## src/rtl/wb_regfile_if.sv

```systemverilog
// rtl/wb_regfile_if.sv - writeback/read bus bundle between pipeline and register file
interface wb_regfile_if;
  logic [31:0] alu_out_wb;
  logic [31:0] mem_read_out;
  logic [4:0]  RegDst_out;
  logic        MemtoReg_out;
  logic        RegWrite_out;
  logic [4:0]  rs_addr;
  logic [4:0]  rt_addr;
  logic [31:0] rs_data;
  logic [31:0] rt_data;
  logic [31:0] wb_data;
  logic [31:0] wb_count;

  modport master (
    output alu_out_wb, mem_read_out, RegDst_out, MemtoReg_out, RegWrite_out,
    output rs_addr, rt_addr,
    input  rs_data, rt_data, wb_data, wb_count
  );

  modport slave (
    input  alu_out_wb, mem_read_out, RegDst_out, MemtoReg_out, RegWrite_out,
    input  rs_addr, rt_addr,
    output rs_data, rt_data, wb_data, wb_count
  );
endinterface

```

## src/rtl/wb_regfile.sv

```systemverilog
// rtl/wb_regfile.sv - 32x32 register file with writeback mux, write-to-read bypass and commit counter
module wb_regfile (
  input  logic        clk,
  input  logic        reset,
  wb_regfile_if.slave bus
);
  logic [31:0] regs_q [32];
  logic [31:0] regs_d [32];
  logic [31:0] count_q;
  logic [31:0] count_d;
  logic [31:0] wb_sel;
  logic        wr_en;
  logic        commit;

  assign wb_sel = bus.MemtoReg_out ? bus.mem_read_out : bus.alu_out_wb;
  assign wr_en  = bus.RegWrite_out && (bus.RegDst_out != 5'd0);
  assign commit = wr_en && !reset;

  assign bus.wb_data  = wb_sel;
  assign bus.wb_count = count_q;

  // Bypass ignores reset so forwarding stays purely combinational.
  always_comb begin
    bus.rs_data = 32'd0;
    bus.rt_data = 32'd0;
    if (bus.rs_addr != 5'd0) begin
      bus.rs_data = (wr_en && bus.rs_addr == bus.RegDst_out) ? wb_sel : regs_q[bus.rs_addr];
    end
    if (bus.rt_addr != 5'd0) begin
      bus.rt_data = (wr_en && bus.rt_addr == bus.RegDst_out) ? wb_sel : regs_q[bus.rt_addr];
    end
  end

  always_comb begin
    for (int i = 0; i < 32; i++) begin
      regs_d[i] = regs_q[i];
    end
    count_d = count_q;
    if (commit) begin
      regs_d[bus.RegDst_out] = wb_sel;
      count_d = count_q + 32'd1;
    end
  end

  always_ff @(posedge clk) begin
    if (reset) begin
      for (int i = 0; i < 32; i++) begin
        regs_q[i] <= 32'd0;
      end
      count_q <= 32'd0;
    end else begin
      for (int i = 0; i < 32; i++) begin
        regs_q[i] <= regs_d[i];
      end
      count_q <= count_d;
    end
  end
endmodule

```

## src/flat_wrapper.sv

```systemverilog
// flat-port wrapper written by rule: the top's interface ports become plain ports
module wb_regfile_flat 
  (clk, reset, bus_alu_out_wb, bus_mem_read_out, bus_RegDst_out, bus_MemtoReg_out, bus_RegWrite_out, bus_rs_addr, bus_rt_addr, bus_rs_data, bus_rt_data, bus_wb_data, bus_wb_count);
  wb_regfile_if bus_i ();
  input  logic clk;
  input  logic reset;
  input wire logic [$bits(bus_i.alu_out_wb)-1:0] bus_alu_out_wb;
  input wire logic [$bits(bus_i.mem_read_out)-1:0] bus_mem_read_out;
  input wire logic [$bits(bus_i.RegDst_out)-1:0] bus_RegDst_out;
  input wire logic [$bits(bus_i.MemtoReg_out)-1:0] bus_MemtoReg_out;
  input wire logic [$bits(bus_i.RegWrite_out)-1:0] bus_RegWrite_out;
  input wire logic [$bits(bus_i.rs_addr)-1:0] bus_rs_addr;
  input wire logic [$bits(bus_i.rt_addr)-1:0] bus_rt_addr;
  output wire logic [$bits(bus_i.rs_data)-1:0] bus_rs_data;
  output wire logic [$bits(bus_i.rt_data)-1:0] bus_rt_data;
  output wire logic [$bits(bus_i.wb_data)-1:0] bus_wb_data;
  output wire logic [$bits(bus_i.wb_count)-1:0] bus_wb_count;
  assign bus_i.alu_out_wb = bus_alu_out_wb;
  assign bus_i.mem_read_out = bus_mem_read_out;
  assign bus_i.RegDst_out = bus_RegDst_out;
  assign bus_i.MemtoReg_out = bus_MemtoReg_out;
  assign bus_i.RegWrite_out = bus_RegWrite_out;
  assign bus_i.rs_addr = bus_rs_addr;
  assign bus_i.rt_addr = bus_rt_addr;
  assign bus_rs_data = bus_i.rs_data;
  assign bus_rt_data = bus_i.rt_data;
  assign bus_wb_data = bus_i.wb_data;
  assign bus_wb_count = bus_i.wb_count;
  wb_regfile u_core (.clk(clk), .reset(reset), .bus(bus_i));
endmodule
```

## config.mk

```make
export PLATFORM = sky130hd
export DESIGN_NAME = wb_regfile_flat
export DESIGN_NICKNAME = d
export VERILOG_FILES = /design/src/rtl/wb_regfile_if.sv /design/src/rtl/wb_regfile.sv /design/src/flat_wrapper.sv
export SDC_FILE = /design/constraint.sdc
export NUM_CORES = 2
export LEC_CHECK = 0
export BUFFER_PORTS_ARGS = -buffer_cell sky130_fd_sc_hd__buf_2
export CAP_MARGIN = 20
export CORE_UTILIZATION = 25
export CTS_CLUSTER_DIAMETER = 80
export CTS_CLUSTER_SIZE = 30
export DETAILED_ROUTE_END_ITERATION = 8
export MAX_ROUTING_LAYER = met4
export PLACE_DENSITY = 0.46
export SYNTH_ARGS = -nofsm -noshare
export SYNTH_HDL_FRONTEND = slang
export SYNTH_SLANG_ARGS = --single-unit
```

## constraint.sdc

```tcl
create_clock -name clk -period 4.67 [get_ports clk]
set_input_delay 0.934 -clock clk [delete_from_list [all_inputs] [get_ports clk]]
set_output_delay 0.934 -clock clk [all_outputs]
set_load 0.005 [all_outputs]
```

==> impl_metrics.toml <==
[clock_network]
cts_tree = "yes"
clockBufferDepth = 3
numCtsBuffers = 60
path_clk_slew_ns = 0.08
post_cts_buffers = 0
clkLatencyLatePin_ns = 0.77
cts.sink_count = 1056
h-tree-depth = 2
root_buffer = "clkbuf_16"

[synthesis]
synth.avg_cell_area_um2 = 10.3
synth_area_leader_cell = "dfxtp_1"
seq_area_frac_synth_pct = 39.3
syn-num-nets = 5302
yosysTopAreaCellShare_pct = 39.3
synth_cells = 5218
yosys_warnings = 0
synth_adder_area_share_pct = 0.0232
synth.cell_area_um2 = 53800
synthSimpleGateAreaFrac_pct = 10.3
synth_seq_cells = 1056
synth_xor_area_share_pct = 0.488
synth-edff-count = 0
synth_compound_area_share_pct = 19.0
synthMuxAreaShare_pct = 24.8
async_reset_ff_share_pct = 0
ys.flop_type = "dfxtp_1"
synthTopCellsByArea = "dfxtp_1 (39%), mux4_2 (18%), a211oi_1 (14%), nor2_1 (7.5%), mux2i_1 (5.5%)"
synth_top_family_by_area = "multiplexers"
synth.distinct_cells = 80

[place]
dp.final_hpwl_mm = 158
dp_cells = 7984
portBuffers = 210
dp_slack_ns = -0.392
gp_congestion = 0.892
place_area_um2 = 59300

[min_path]
min_delay_worst_endpoint = "u_core.regs_q[0][2]$_SDFFE_PP0P_"
min_from = "u_core.regs_q[0][2]$_SDFFE_PP0P_"
worst_hold_path_type = "reg -> reg"
worst_hold_path.num_cells = 1

[grt]
grt_overflow_total = 0
grt_pass1_wl_mm = 334
grt_pass1_vias = 42200
track_usage_pct = 21.9
antenna_found_initial = 11
grt_max_degree = 190

[cells_and_area]
stdcell_area_um2 = 61700
layout_common_cells = "nor2_1 (1069), dfxtp_1 (1056), a211oi_1 (1021)"
multi_input_area_um2 = 30100
syn_to_final_growth_pct = 14.5
nFillCells = 22200
layout.nets = 5309
drive_above_1_share_pct = 23.6
stdcell_count = 8106
layout.cells.most_common = "nor2_1"
regArea_um2 = 21100

[timing]
setup_viol = 1
slew_headroom_pct = 18.9
rsz0062_at_grt = "false"
finalCritPeriodShare_pct = 102
worst_slew_pin_slew_ns = 1.22
holdWs_ns = 0.488
final_max_slew_viol_count = 0
tns_ns = -0.0941
hold_violations = 0
fmax_ghz = 0.210
fin_skew_ns = 0.0395
fin_crit_ns = 4.76
setup_slack_ns = -0.0941

[floorplanning]
rows = 169
fp.dieH_um = 466
core_area_um2 = 213000
die_area_um2 = 217000
pin_count = 211
die_x_um = 466
start_util_pct = 25.3

[critical_path]
crit_fanout = 10
reg2reg_from = "u_core.bus.wb_count[3]$_SDFFE_PP0P_"
end_kind = "output pin"
ff2ff_setup_slack_ns = 2.37
crit_required_ns = 3.74
worstSetupPathType = "in -> out"
rr_worst_depth = 5
worstPathArrival_ns = 3.83
crit_path_start_kind = "input port"
rr_endpoint = "u_core.bus.wb_count[25]$_SDFFE_PP0P_"

[pwr]
peakVddDrop_uv = 365
p_per_area_nw_per_um2 = 298
power.leakage_nw = 19.7

[route]
routedWlPerCell_um = 29.4
drtAntennaViolNets = 0
wl_mm = 239
dr_total_vias = 45000
routed_via_density = 5.55
drc = 0
dr.pass1.iters = 5
drt_iter0_markers = 5160

[run]
drv_cap = 0

[status]
outcome = "finished, violations left"
violations = "setup timing"
-- worst max-delay path by stage --
stage                            startpoint              end  slack, ns  depth (start not counted)
after floorplan              bus_rt_addr[1]  bus_rt_data[17]       1.15                          8
after global placement       bus_rs_addr[0]  bus_rs_data[12]      -0.40                         10
after detailed placement     bus_rs_addr[0]  bus_rs_data[12]      -0.39                         10
after CTS                    bus_rs_addr[0]  bus_rs_data[12]     0.0009                         10
after global routing      bus_RegDst_out[4]  bus_rt_data[14]      0.007                         11
final                     bus_RegDst_out[4]  bus_rt_data[14]      -0.09                         11
-- state kept, by name, indices dropped and copies added, names as in the netlist --
register and cells:
u_core.regs_q 1024, u_core.bus.wb_count 32
-- stage by stage --
step                      power (W)  utilization, %
after floorplan              0.0106               -
after global placement       0.0117            27.8
after detailed placement     0.0117            27.8
after CTS                    0.0185            28.9
after global routing         0.0189            28.9
final                        0.0184            28.9
-- cells in the mapped netlist (14+ instances only) --
library cell and n:
nand2_1 68, o22ai_1 51, a211oi_1 1021, nand3_1 33, mux2_2 22, nor2_2 25, nor2_1 1077, inv_1 48
mux4_2 432, o221ai_1 14, clkbuf_1 373, a221oi_1 49, buf_6 35, nor3_1 28, buf_4 36, a22oi_1 21
o21ai_0 40, nor2b_1 40, mux2i_1 298, a221o_1 38, a21oi_1 42, xnor2_1 25, buf_2 153, dfxtp_1 1056
-- cell families after synthesis --
| kind of cell | Yosys count |
|---|---|
| adder cells (fa/ha/maj) | 1 |
| AND/OR/NAND/NOR | 1335 |
| XOR/XNOR | 30 |
| flip-flops | 1056 |
| AO/OA/AOI/OAI | 1358 |
| multiplexers | 768 |
| buffers and inverters | 670 |
-- where the power goes --
group	switching, W	internal, W
Combinational	0.00161	0.000775
Sequential	0.0000491	0.00906
Clock	0.00386	0.00302
-- area by class of cell --
type                       instances  share of cell area (%)
clock buffer                      63                    2.50
multi-input combinational       3492                    48.8
antenna                            8                  0.0325
tap                             2821                    5.72
sequential                      1056                    34.3
clock inverter                    51                    1.20
inverter                          51                   0.319
timing repair buffer             564                    7.19
-- repair_timing --
| item | in CTS | in global routing |
|---|---|---|
| gates resized for setup | 3 | 1 |
| hold buffers | 0 | 0 |
| cloned | 0 | 0 |
| endpoints found under the hold margin | 0 | 0 |
| endpoints found under the setup margin | 3 | 1 |
-- metal layers --
metal / track usage (%) / up-vias / part of all wire (%)
li1: - / 19800 / -
met1: 29.3 / 22800 / 44
met2: 33.4 / 1918 / 45
met3: 2.42 / 396 / 6.0
met4: 9.45 / 0 / 4.9
met5: - / - / 0
-- critical path: stages --
cell and delay (ns):
buf_2 0.27, or4_4 0.26, o21ai_2 0.06, buf_4 0.20
buf_4 0.18, o31ai_4 0.27, buf_4 0.35, o22ai_1 0.14
buf_4 0.17, a211oi_1 0.71, buf_2 0.26
No activity file was read; power rests on OpenSTA's default activity.
